**src/rtl/swap_mem_pkg.sv**
```systemverilog
// swap_mem_pkg: shared state encoding and index-width helper for the swap memory responder
package swap_mem_pkg;
  typedef enum logic {CLEAR = 1'b0, READY = 1'b1} state_t;
  function automatic int clog2(input int v);
    int r;
    r = 0;
    while ((1 << r) < v) r++;
    return r;
  endfunction
  localparam int IDX_W = clog2(16);
endpackage

```
**src/rtl/swap_mem_bank.sv**
```systemverilog
// swap_mem_bank: one memory bank with combinational read, posted write buffer and forwarding
module swap_mem_bank
  import swap_mem_pkg::*;
#(
  parameter int AW = 32,
  parameter int DW = 8,
  parameter int DEPTH = 16,
  parameter int CW = 8,
  localparam int IW = clog2(DEPTH)
) (
  input  logic          clk,
  input  logic          rst,
  input  logic          ready,
  input  logic          clr,
  input  logic [IW-1:0] clr_idx,
  input  logic [AW-1:0] raddr,
  output logic [DW-1:0] rdata,
  input  logic [AW-1:0] waddr,
  input  logic [DW-1:0] wdata,
  input  logic          wen,
  output logic          oor,
  output logic [CW-1:0] wr_cnt
);
  logic [DW-1:0] mem [DEPTH];
  logic          pend_v;
  logic [IW-1:0] pend_a;
  logic [DW-1:0] pend_d;
  logic          r_ok, w_ok, acc;
  assign r_ok = raddr < AW'(DEPTH);
  assign w_ok = waddr < AW'(DEPTH);
  assign acc = ready && wen && w_ok;
  assign oor = ready && wen && !w_ok;
  // read path: pending write takes priority over the array for a matching address
  always_comb
    rdata = (!ready || !r_ok) ? '0 :
            (pend_v && pend_a == raddr[IW-1:0]) ? pend_d : mem[raddr[IW-1:0]];
  // array update: zero-fill while clearing, otherwise retire the pending entry; nothing lands during reset
  always_ff @(posedge clk)
    if (!rst) begin
      if (clr) mem[clr_idx] <= '0;
      else if (ready && pend_v) mem[pend_a] <= pend_d;
    end
  // pending buffer and saturating accepted-write counter
  always_ff @(posedge clk)
    if (rst) begin
      pend_v <= 1'b0;
      wr_cnt <= '0;
    end else if (ready) begin
      pend_v <= acc;
      if (acc) begin
        pend_a <= waddr[IW-1:0];
        pend_d <= wdata;
        wr_cnt <= wr_cnt + CW'(wr_cnt != '1);
      end
    end
endmodule

```
**src/rtl/swap_mem_responder.sv**
```systemverilog
// swap_mem_responder: two-bank memory model with post-reset zero-fill for the swap initiator
module swap_mem_responder
  import swap_mem_pkg::*;
#(
  parameter int AW = 32,
  parameter int DW = 8,
  parameter int DEPTH = 16,
  parameter int CW = 8
) (
  input  logic          clk,
  input  logic          rst,
  input  logic [AW-1:0] mem_a_raddr,
  output logic [DW-1:0] mem_a_rdata,
  input  logic [AW-1:0] mem_a_waddr,
  input  logic [DW-1:0] mem_a_wdata,
  input  logic          mem_a_wen,
  input  logic [AW-1:0] mem_b_raddr,
  output logic [DW-1:0] mem_b_rdata,
  input  logic [AW-1:0] mem_b_waddr,
  input  logic [DW-1:0] mem_b_wdata,
  input  logic          mem_b_wen,
  output logic          ready,
  output logic          oor_err,
  output logic [CW-1:0] wr_cnt_a,
  output logic [CW-1:0] wr_cnt_b
);
  localparam int IW = clog2(DEPTH);
  state_t        state_q, state_d;
  logic [IW-1:0] clr_idx_q, clr_idx_d;
  logic          oor_a, oor_b, clr;
  assign ready = state_q == READY;
  assign clr = state_q == CLEAR;
  // clear sequencing: walk every index once, then sit in READY until reset
  always_comb begin
    state_d = (clr && clr_idx_q == IW'(DEPTH - 1)) ? READY : state_q;
    clr_idx_d = clr ? clr_idx_q + 1'b1 : clr_idx_q;
  end
  // state register, clear index and sticky out-of-range flag
  always_ff @(posedge clk)
    if (rst) begin
      state_q <= CLEAR;
      clr_idx_q <= '0;
      oor_err <= 1'b0;
    end else begin
      state_q <= state_d;
      clr_idx_q <= clr_idx_d;
      if (oor_a || oor_b) oor_err <= 1'b1;
    end
  swap_mem_bank #(.AW(AW), .DW(DW), .DEPTH(DEPTH), .CW(CW)) u_a (
    .clk(clk), .rst(rst), .ready(ready), .clr(clr), .clr_idx(clr_idx_q),
    .raddr(mem_a_raddr), .rdata(mem_a_rdata), .waddr(mem_a_waddr), .wdata(mem_a_wdata),
    .wen(mem_a_wen), .oor(oor_a), .wr_cnt(wr_cnt_a)
  );
  swap_mem_bank #(.AW(AW), .DW(DW), .DEPTH(DEPTH), .CW(CW)) u_b (
    .clk(clk), .rst(rst), .ready(ready), .clr(clr), .clr_idx(clr_idx_q),
    .raddr(mem_b_raddr), .rdata(mem_b_rdata), .waddr(mem_b_waddr), .wdata(mem_b_wdata),
    .wen(mem_b_wen), .oor(oor_b), .wr_cnt(wr_cnt_b)
  );
endmodule

```
**config.mk**
```make
export PLATFORM = sky130hd
export DESIGN_NAME = swap_mem_responder
export DESIGN_NICKNAME = d
export VERILOG_FILES = /design/src/rtl/swap_mem_pkg.sv /design/src/rtl/swap_mem_bank.sv /design/src/rtl/swap_mem_responder.sv
export SDC_FILE = /design/constraint.sdc
export NUM_CORES = 1
export LEC_CHECK = 0
export CORE_MARGIN = 2
export CORE_UTILIZATION = 40
export DETAILED_ROUTE_END_ITERATION = 8
export MAX_ROUTING_LAYER = met4
export SLEW_MARGIN = 20
export SYNTH_ARGS = -nofsm -noshare
export SYNTH_HDL_FRONTEND = slang
export SYNTH_SLANG_ARGS = --single-unit
```
**constraint.sdc**
```tcl
create_clock -name clk -period 4.3 [get_ports clk]
set_clock_uncertainty 0.2 [all_clocks]
set_input_delay 0.86 -clock clk [delete_from_list [all_inputs] [get_ports clk]]
set_output_delay 0.86 -clock clk [all_outputs]
set_load 0.03 [all_outputs]
```
==> impl_metrics.yaml, run 1 <==
outcome:
  outcome: "finished clean"
global_routing:
  grt_max_degree: 36
  antenna_found_initial: 0
  grt_pass1_wl_mm: 46.7
  grt.total_usage_pct: 18.9
  overflow: 0
  grt_pass1_vias: 7888
synthesis:
  syn_area_mm2: 0.0128
  ys_seq_area_share_pct: 69.2
  synthCells: 757
  synth-edff-count: 280
  ys_top_cells_by_area: "edfxtp_1 65%, mux4_2 12%, dfxtp_1 3.7%"
  yosys_warnings: 0
  synth_fp_nets: 910
  synth_cell_type_count: 49
  synth.most_common_cell: "edfxtp_1"
  ys_async_sr_fraction_pct: 0
  synth-main-ff-cell: "edfxtp_1"
  ys_seq_elements: 304
  yosys.area.top_type_share_pct: 65.5
  synth_area_per_cell_um2: 17.0
  synth_common_cells: "280 x edfxtp_1, 66 x mux4_2, 55 x nor2_1"
  yosys.area.top_type: "edfxtp_1"
sta:
  worst_slew_pin_slew_ps: 1080
  hold_viol_final: 0
  maxSlewHeadroom_pct: 28.0
  fin_crit_sh_pct: 96.0
  setup_tns_ps: 0
  fmax_ghz: 0.242
  fin_hold_ws_ps: 317
  period_needed_ps: 4130
  slew_viol_final: 0
  rsz0062_at_grt: "false"
  finalSetupViolCount: 0
setup_path:
  crit_path_max_fanout: 26
  crit_buf_inv: 4
  cpMostUsedCell: "buf_4"
  critPathKind: "input port to output pin"
  crit_arrival_ps: 3070
  cp_top_family: "buffers and inverters"
  end_kind: "output pin"
  max_stage_delay_ps: 500
  crit_required_ps: 3240
  crit_slowest_cell: "clkdlybuf4s50_1"
  crit_chain: "clkdlybuf4s50_1, buf_12, buf_4, xor2_1, nor3_1, nand3_1, nor3_2, a22o_1, buf_4"
  startpoint_type: "input port"
power:
  comb_power_share_pct: 6.0
  p_per_area_mw_per_mm2: 373
  leakage_uw: 0.00590
  switching_share_pct: 20.3
  fin_total_pwr_uw: 6060
  ir_drop_mv: 0.363
  p_clk_share_pct: 40.7
  netSwitchingPower_uw: 1230
  p_int_uw: 4830
  pwr-share-seq_pct: 53.2
floorplan:
  num_io_pins: 182
  die_h_um: 183
  dieWidth_um: 183
  initial_core_util_pct: 40.7
  dieArea_mm2: 0.0335
  row_count: 65
  design.core.area_mm2: 0.0316
clock_tree:
  cts_root_buffer: "clkbuf_16"
  cts.reportedPaths.clkPinSlew_ps: 60
  insertion_delay_ps: 550
  h-tree-depth: 1
  post_cts_buffers: 0
  clock-sinks: 304
  numCtsBuffers: 31
  cts.repair.resized: 0
  cts_max_path_buffers: 3
  hold_buffers: 0
  cts_tree: "yes"
layout:
  fin_util_pct: 51.5
  nNetsFinal: 1128
  fillers: 2648
  syn2layout_area_growth_pct: 26.6
  antenna_cells: 0
  drive_above_1_share_pct: 18.9
drt:
  drt_pre_antenna_iters: 5
  antenna_left: 0
  vias: 7593
  drt_iter0_markers: 508
  routed_via_density: 5.42
  drc: 0
  post_drt_wl_per_cell_um: 22.0
  wl_mm: 30.8
place:
  io_buffer_count: 181
  gp_congestion: 0.836
  place_hpwl_mm: 21.5
worst_hold_path:
  hold_class: "flop to flop"
job:
  cap_violations: 0
## state kept, by name, summed over array words and instances (netlist names)
register,cells
u_b.pend_v,1
clr_idx_q,4
u_a.pend_v,1
u_a.pend_d,8
u_b.wr_cnt,8
oor_err,1
u_a.wr_cnt,8
ready,1
u_a.mem,128
u_b.mem,128
u_a.pend_a,4
u_b.pend_d,8
u_b.pend_a,4
## logic make-up after synthesis
group / after synthesis / share of synthesized area (%)
AOI/OAI and AO/OA: 86 / 4.44
xor gates and xnor gates: 13 / 0.887
adders and majority gates: 5 / 0.487
buffers and inverters: 51 / 2.05
DFF: 304 / 69.2
muxes: 94 / 13.8
and+or+nand+nor: 204 / 9.08
## final timing paths
kind / start / cells past startpoint / slack (ps) / endpoint
worst max-delay path: mem_a_raddr[3] / 9 / 170 / mem_a_rdata[7]
worst min-delay path: oor_err$_SDFFE_PP0P_ / 1 / 320 / oor_err$_SDFFE_PP0P_
worst max register to register: ready$_SDFFE_PP0P_ / 5 / 1000 / u_b.mem[9][0]$_DFFE_PP_
worst min register to register: oor_err$_SDFFE_PP0P_ / 1 / 320 / oor_err$_SDFFE_PP0P_
## layer usage
| layer | up-vias | part of all wire, % | track usage, % |
|---|---|---|---|
| met1 | 3875 | 44 | 25.3 |
| met4 | 0 | 1.7 | 4.03 |
| met3 | 41 | 4.3 | 2.64 |
| met5 | - | 0 | - |
| li1 | 3491 | - | - |
| met2 | 186 | 50 | 31.2 |
## layout make-up
cell class	count	area (um^2)	area share [%]
Tap cell	402	503	3.10
Sequential cell	304	8890	54.7
Inverter	10	37.5	0.231
Clock inverter	12	81.3	0.501
Clock buffer	45	838	5.16
Multi-Input combinational cell	402	3700	22.8
Timing Repair Buffer	226	2200	13.5
## metrics by stage
step           cells  setup WS (ps)  cell area, um^2
3_3_place_gp    1344            205            15300
3_5_place_dp    1344            193            15300
2_1_floorplan    757            916            12800
6_report        1401            173            16200
5_1_grt         1401           3.22            16200
4_1_cts         1401            176            16200
## power by group through the flow
stage	Combinational, uW	Clock [uW]	Sequential, uW
6_report	366	2470	3230
5_1_grt	392	2640	3230
4_1_cts	371	2520	3230
3_5_place_dp	369	0	3290
3_3_place_gp	367	0	3290
2_1_floorplan	163	0	3280
## layout by cell type (no fill, tap or decap), types with 13 or more instances in the layout
cell type	count
edfxtp_1	280
clkdlybuf4s50_1	163
mux4_2	66
nor2_1	55
buf_4	53
a21oi_1	35
clkbuf_16	31
nand2_1	24
mux2i_1	24
dfxtp_1	24
nor4_1	22
nor2b_1	22
and3_1	22
a211oi_1	15
a22o_1	15
nand4_1	14
clkbuf_1	13
Power figures use the tool's default switching activity.
==> run 2: changes to the inputs <==
--- a/config.mk
+++ b/config.mk
@@ -6,9 +6,10 @@
 export NUM_CORES = 1
 export LEC_CHECK = 0
 export CORE_MARGIN = 2
-export CORE_UTILIZATION = 40
+export CORE_UTILIZATION = 55
 export DETAILED_ROUTE_END_ITERATION = 8
 export MAX_ROUTING_LAYER = met4
+export PLACE_DENSITY = 0.8
 export SLEW_MARGIN = 20
 export SYNTH_ARGS = -nofsm -noshare
 export SYNTH_HDL_FRONTEND = slang
==> impl_metrics.yaml, run 2 (synthesis gave the netlist of run 1 again) <==
setup_path:
  rr_startpoint: "ready$_SDFFE_PP0P_"
  crit_arrival_ps: 3080
  critPathKind: "input port to output pin"
  setup.worst_path.start: "mem_a_raddr[1]"
  end_kind: "output pin"
  worstSetupEndpoint: "mem_a_rdata[6]"
  r2r-end: "u_b.mem[2][6]$_DFFE_PP_"
  crit_path_max_fanout: 17
  startpoint_type: "input port"
  rrSetupSlack_ps: 1310
  crit_required_ps: 3240
  r2r_cells: 7
power:
  p_per_area_mw_per_mm2: 378
  leakage_uw: 0.00585
  ir_drop_mv: 0.404
global_routing:
  grt.total_usage_pct: 24.9
  grt_max_degree: 36
  grt_pass1_vias: 7912
  antenna_found_initial: 0
  grt_pass1_wl_mm: 44.8
  overflow: 0
layout:
  nNetsFinal: 1118
  layout_commonest_cell: "edfxtp_1"
  layout_common_cells: "280 x edfxtp_1, 163 x clkdlybuf4s50_1, 66 x mux4_2, 55 x nor2_1, 48 x buf_4"
  antenna_cells: 0
  reg_top3: "u_a.mem: 128 flops, u_b.mem: 128 flops"
  fin_area_mm2: 0.0160
  drive_above_1_share_pct: 18.6
  syn2layout_area_growth_pct: 24.9
floorplan:
  design.core.area_mm2: 0.0228
  die_h_um: 157
  row_count: 55
  initial_core_util_pct: 56.4
  dieArea_mm2: 0.0246
  num_io_pins: 182
  dieWidth_um: 157
drt:
  drt_iter0_markers: 838
  drc: 0
  drt_pre_antenna_iters: 5
  antenna_left: 0
  vias: 7776
  wl_mm: 29.3
  post_drt_wl_per_cell_um: 22.6
  routed_via_density: 5.98
worst_hold_path:
  hold_class: "flop to flop"
clock_tree:
  cts_max_path_buffers: 3
  numCtsBuffers: 30
  clock-sinks: 304
  cts.repair.resized: 0
  cts_root_buffer: "clkbuf_16"
  hold_buffers: 0
  h-tree-depth: 1
  cts.reportedPaths.clkPinSlew_ps: 60
  insertion_delay_ps: 540
  cts_tree: "yes"
  post_cts_buffers: 0
outcome:
  outcome: "finished clean"
sta:
  finalSetupViolCount: 0
  worst_slew_pin_slew_ps: 958
  setup_tns_ps: 0
  rsz0062_at_grt: "false"
  hold_viol_final: 0
  fmax_ghz: 0.241
  period_needed_ps: 4140
  slew_viol_final: 0
  fin_crit_sh_pct: 96.3
  maxSlewHeadroom_pct: 35.9
place:
  place_hpwl_mm: 20.0
  dpl_cell_area_mm2: 0.0151
  gp_congestion: 0.862
  io_buffer_count: 181
job:
  cap_violations: 0
==> run 2: stage by stage <==
stage / util [%] / total power [uW] / hold WS, ps / worst slack [ps] / std cells
final: 70.4 / 6070 / 308 / 157 / 1300
after global routing: 70.4 / 6220 / 333 / 48.7 / 1300
after CTS: 70.4 / 6090 / 318 / 229 / 1300
after detailed placement: 66.3 / 3650 / 303 / 290 / 1246
after global placement: 66.3 / 3640 / 302 / 332 / 1246
after floorplan: - / 3450 / 313 / 916 / 757
==> run 2: worst min-delay path by stage <==
stage                              start                    to  slack (ps)  cells past startpoint
2_1_floorplan  clr_idx_q[3]$_SDFFE_PP0N_    ready$_SDFFE_PP0P_         310                      2
3_3_place_gp        oor_err$_SDFFE_PP0P_  oor_err$_SDFFE_PP0P_         300                      1
3_5_place_dp        oor_err$_SDFFE_PP0P_  oor_err$_SDFFE_PP0P_         300                      1
4_1_cts             oor_err$_SDFFE_PP0P_  oor_err$_SDFFE_PP0P_         320                      1
5_1_grt             oor_err$_SDFFE_PP0P_  oor_err$_SDFFE_PP0P_         330                      1
6_report            oor_err$_SDFFE_PP0P_  oor_err$_SDFFE_PP0P_         310                      1
==> run 2: layer usage <==
| metal | part of all wire (%) | global-route usage [%] | vias to the layer above |
|---|---|---|---|
| li1 | - | - | 3464 |
| met1 | 39 | 32.2 | 3908 |
| met2 | 53 | 42.3 | 353 |
| met3 | 6.4 | 3.18 | 51 |
| met4 | 1.9 | 6.03 | 0 |
| met5 | 0 | - | - |
==> run 2: where the power goes <==
part,switching [uW],internal (uW)
clock,1050,1430
sequential,13.0,3220
combinational,149,207
total,1220,4850
==> run 2: final cells by class <==
type,count,area (um^2)
clock buffer,36,795
clock inverter,18,139
fill,1470,6740
inverter,10,37.5
multi-input combinational,402,3700
sequential,304,8890
tap,313,392
timing repair buffer,217,2080
==> run 2: worst max-delay path, stage by stage <==
cell             delay, ps
clkdlybuf4s50_1        670
buf_4                  310
mux4_2                 340
o21ai_0                270
o21ai_0                190
o221a_1                260
buf_4                  170
==> run 3: changes to the inputs <==
==> constraint.sdc (replaced) <==
create_clock -name clk -period 4.7 [get_ports clk]
set_clock_uncertainty 0.2 [all_clocks]
set_input_delay 0.94 -clock clk [delete_from_list [all_inputs] [get_ports clk]]
set_output_delay 0.94 -clock clk [all_outputs]
set_load 0.03 [all_outputs]
==> impl_metrics.yaml, run 3 (synthesis gave the netlist of run 1 again) <==
place:
  io_buffer_count: 181
  gp_congestion: 0.896
  place_hpwl_mm: 20.0
setup_path:
  cp_top_family: "buffers and inverters"
  crit_arrival_ps: 3160
  startpoint_type: "input port"
  crit_required_ps: 3560
  crit_slowest_cell: "clkdlybuf4s50_1"
  crit_path_max_fanout: 9
  crit_buf_inv: 2
  max_stage_delay_ps: 790
  end_kind: "output pin"
  crit_chain: "clkdlybuf4s50_1, xnor2_1, nand2_1, nor4_1, and2_1, a22o_1, buf_4"
  critPathKind: "input port to output pin"
  rr_startpoint: "ready$_SDFFE_PP0P_"
  setup.worst_path.start: "mem_b_raddr[1]"
sta:
  setup_tns_ps: 0
  period_needed_ps: 4300
  hold_viol_final: 0
  fmax_ghz: 0.232
  maxSlewHeadroom_pct: 29.5
  finalSetupViolCount: 0
  slew_viol_final: 0
  rsz0062_at_grt: "false"
  fin_crit_sh_pct: 91.6
  worst_slew_pin_slew_ps: 1050
drt:
  drt_iter0_markers: 694
  post_drt_wl_per_cell_um: 23.0
  dr_wl_met2_mm: 15.2
  routed-wl-met3_mm: 2.16
  routed_via_density: 6.05
  top_layer: "met4"
  wl_mm: 29.6
  drt_pre_antenna_iters: 5
  drc: 0
  wl_met1_mm: 11.5
  antenna_left: 0
  vias: 7772
layout:
  antenna_cells: 0
  fillers: 1449
  nNetsFinal: 1102
  layout_common_cells: "280 x edfxtp_1, 163 x clkdlybuf4s50_1, 66 x mux4_2, 55 x nor2_1, 35 x a21oi_1"
  syn2layout_area_growth_pct: 23.8
  layout_commonest_cell: "edfxtp_1"
  fin_util_pct: 69.8
  drive_above_1_share_pct: 17.0
  reg_top3: "u_a.mem: 128 flops, u_b.mem: 128 flops"
clock_tree:
  numCtsBuffers: 29
  clock-sinks: 304
  insertion_delay_ps: 540
  post_cts_buffers: 0
  cts.reportedPaths.clkPinSlew_ps: 60
  hold_buffers: 0
  h-tree-depth: 1
  cts_tree: "yes"
  cts_root_buffer: "clkbuf_16"
  cts.repair.resized: 0
  cts_max_path_buffers: 3
power:
  p_per_area_mw_per_mm2: 350
  ir_drop_mv: 0.318
  leakage_uw: 0.00474
worst_hold_path:
  hp-start: "oor_err$_SDFFE_PP0P_"
  hold_class: "flop to flop"
global_routing:
  grt_pass1_vias: 7932
  grt_pass1_wl_mm: 45.2
  antenna_found_initial: 0
  overflow: 0
  grt_max_degree: 36
  grt.total_usage_pct: 25.2
floorplan:
  row_count: 55
  initial_core_util_pct: 56.4
  dieWidth_um: 157
  num_io_pins: 182
  design.core.area_mm2: 0.0228
  die_h_um: 157
  dieArea_mm2: 0.0246
outcome:
  outcome: "finished clean"
job:
  cap_violations: 0
## run 3: report_power, final
part	switching, uW	internal [uW]
sequential	15.6	2950
combinational	141	192
clock	968	1290
## run 3: final timing paths
kind	endpoint	slack, ps	depth (start not counted)
max	mem_b_rdata[4]	400	7
max reg2reg	u_a.mem[8][2]$_DFFE_PP_	1560	7
min reg2reg	oor_err$_SDFFE_PP0P_	300	1
min	oor_err$_SDFFE_PP0P_	300	1
## run 3: metal layers
layer,vias up,GRT usage [%]
met1,3873,33.3
met4,0,6.25
met2,399,41.8
met3,64,3.66
li1,3436,-
met5,-,-
## run 3: final cells by class
class / count / area [um^2] / area share (%)
Sequential cell: 304 / 8890 / 55.9
Clock buffer: 34 / 744 / 4.68
Clock inverter: 19 / 161 / 1.02
Tap cell: 313 / 392 / 2.46
Multi-Input combinational cell: 402 / 3700 / 23.3
Timing Repair Buffer: 202 / 1970 / 12.4
Inverter: 10 / 37.5 / 0.236
## run 3: metrics by stage
stage / hold slack (ps) / area [um^2] / setup WS (ps) / cells / total power [uW]
finish: 304 / 15900 / 397 / 1284 / 5560
floorplan: 313 / 12800 / 1160 / 757 / 3170
global route: 336 / 15900 / 313 / 1284 / 5710
global placement: 293 / 15000 / 603 / 1231 / 3350
CTS: 318 / 15900 / 430 / 1284 / 5570
detailed placement: 299 / 15000 / 477 / 1231 / 3360
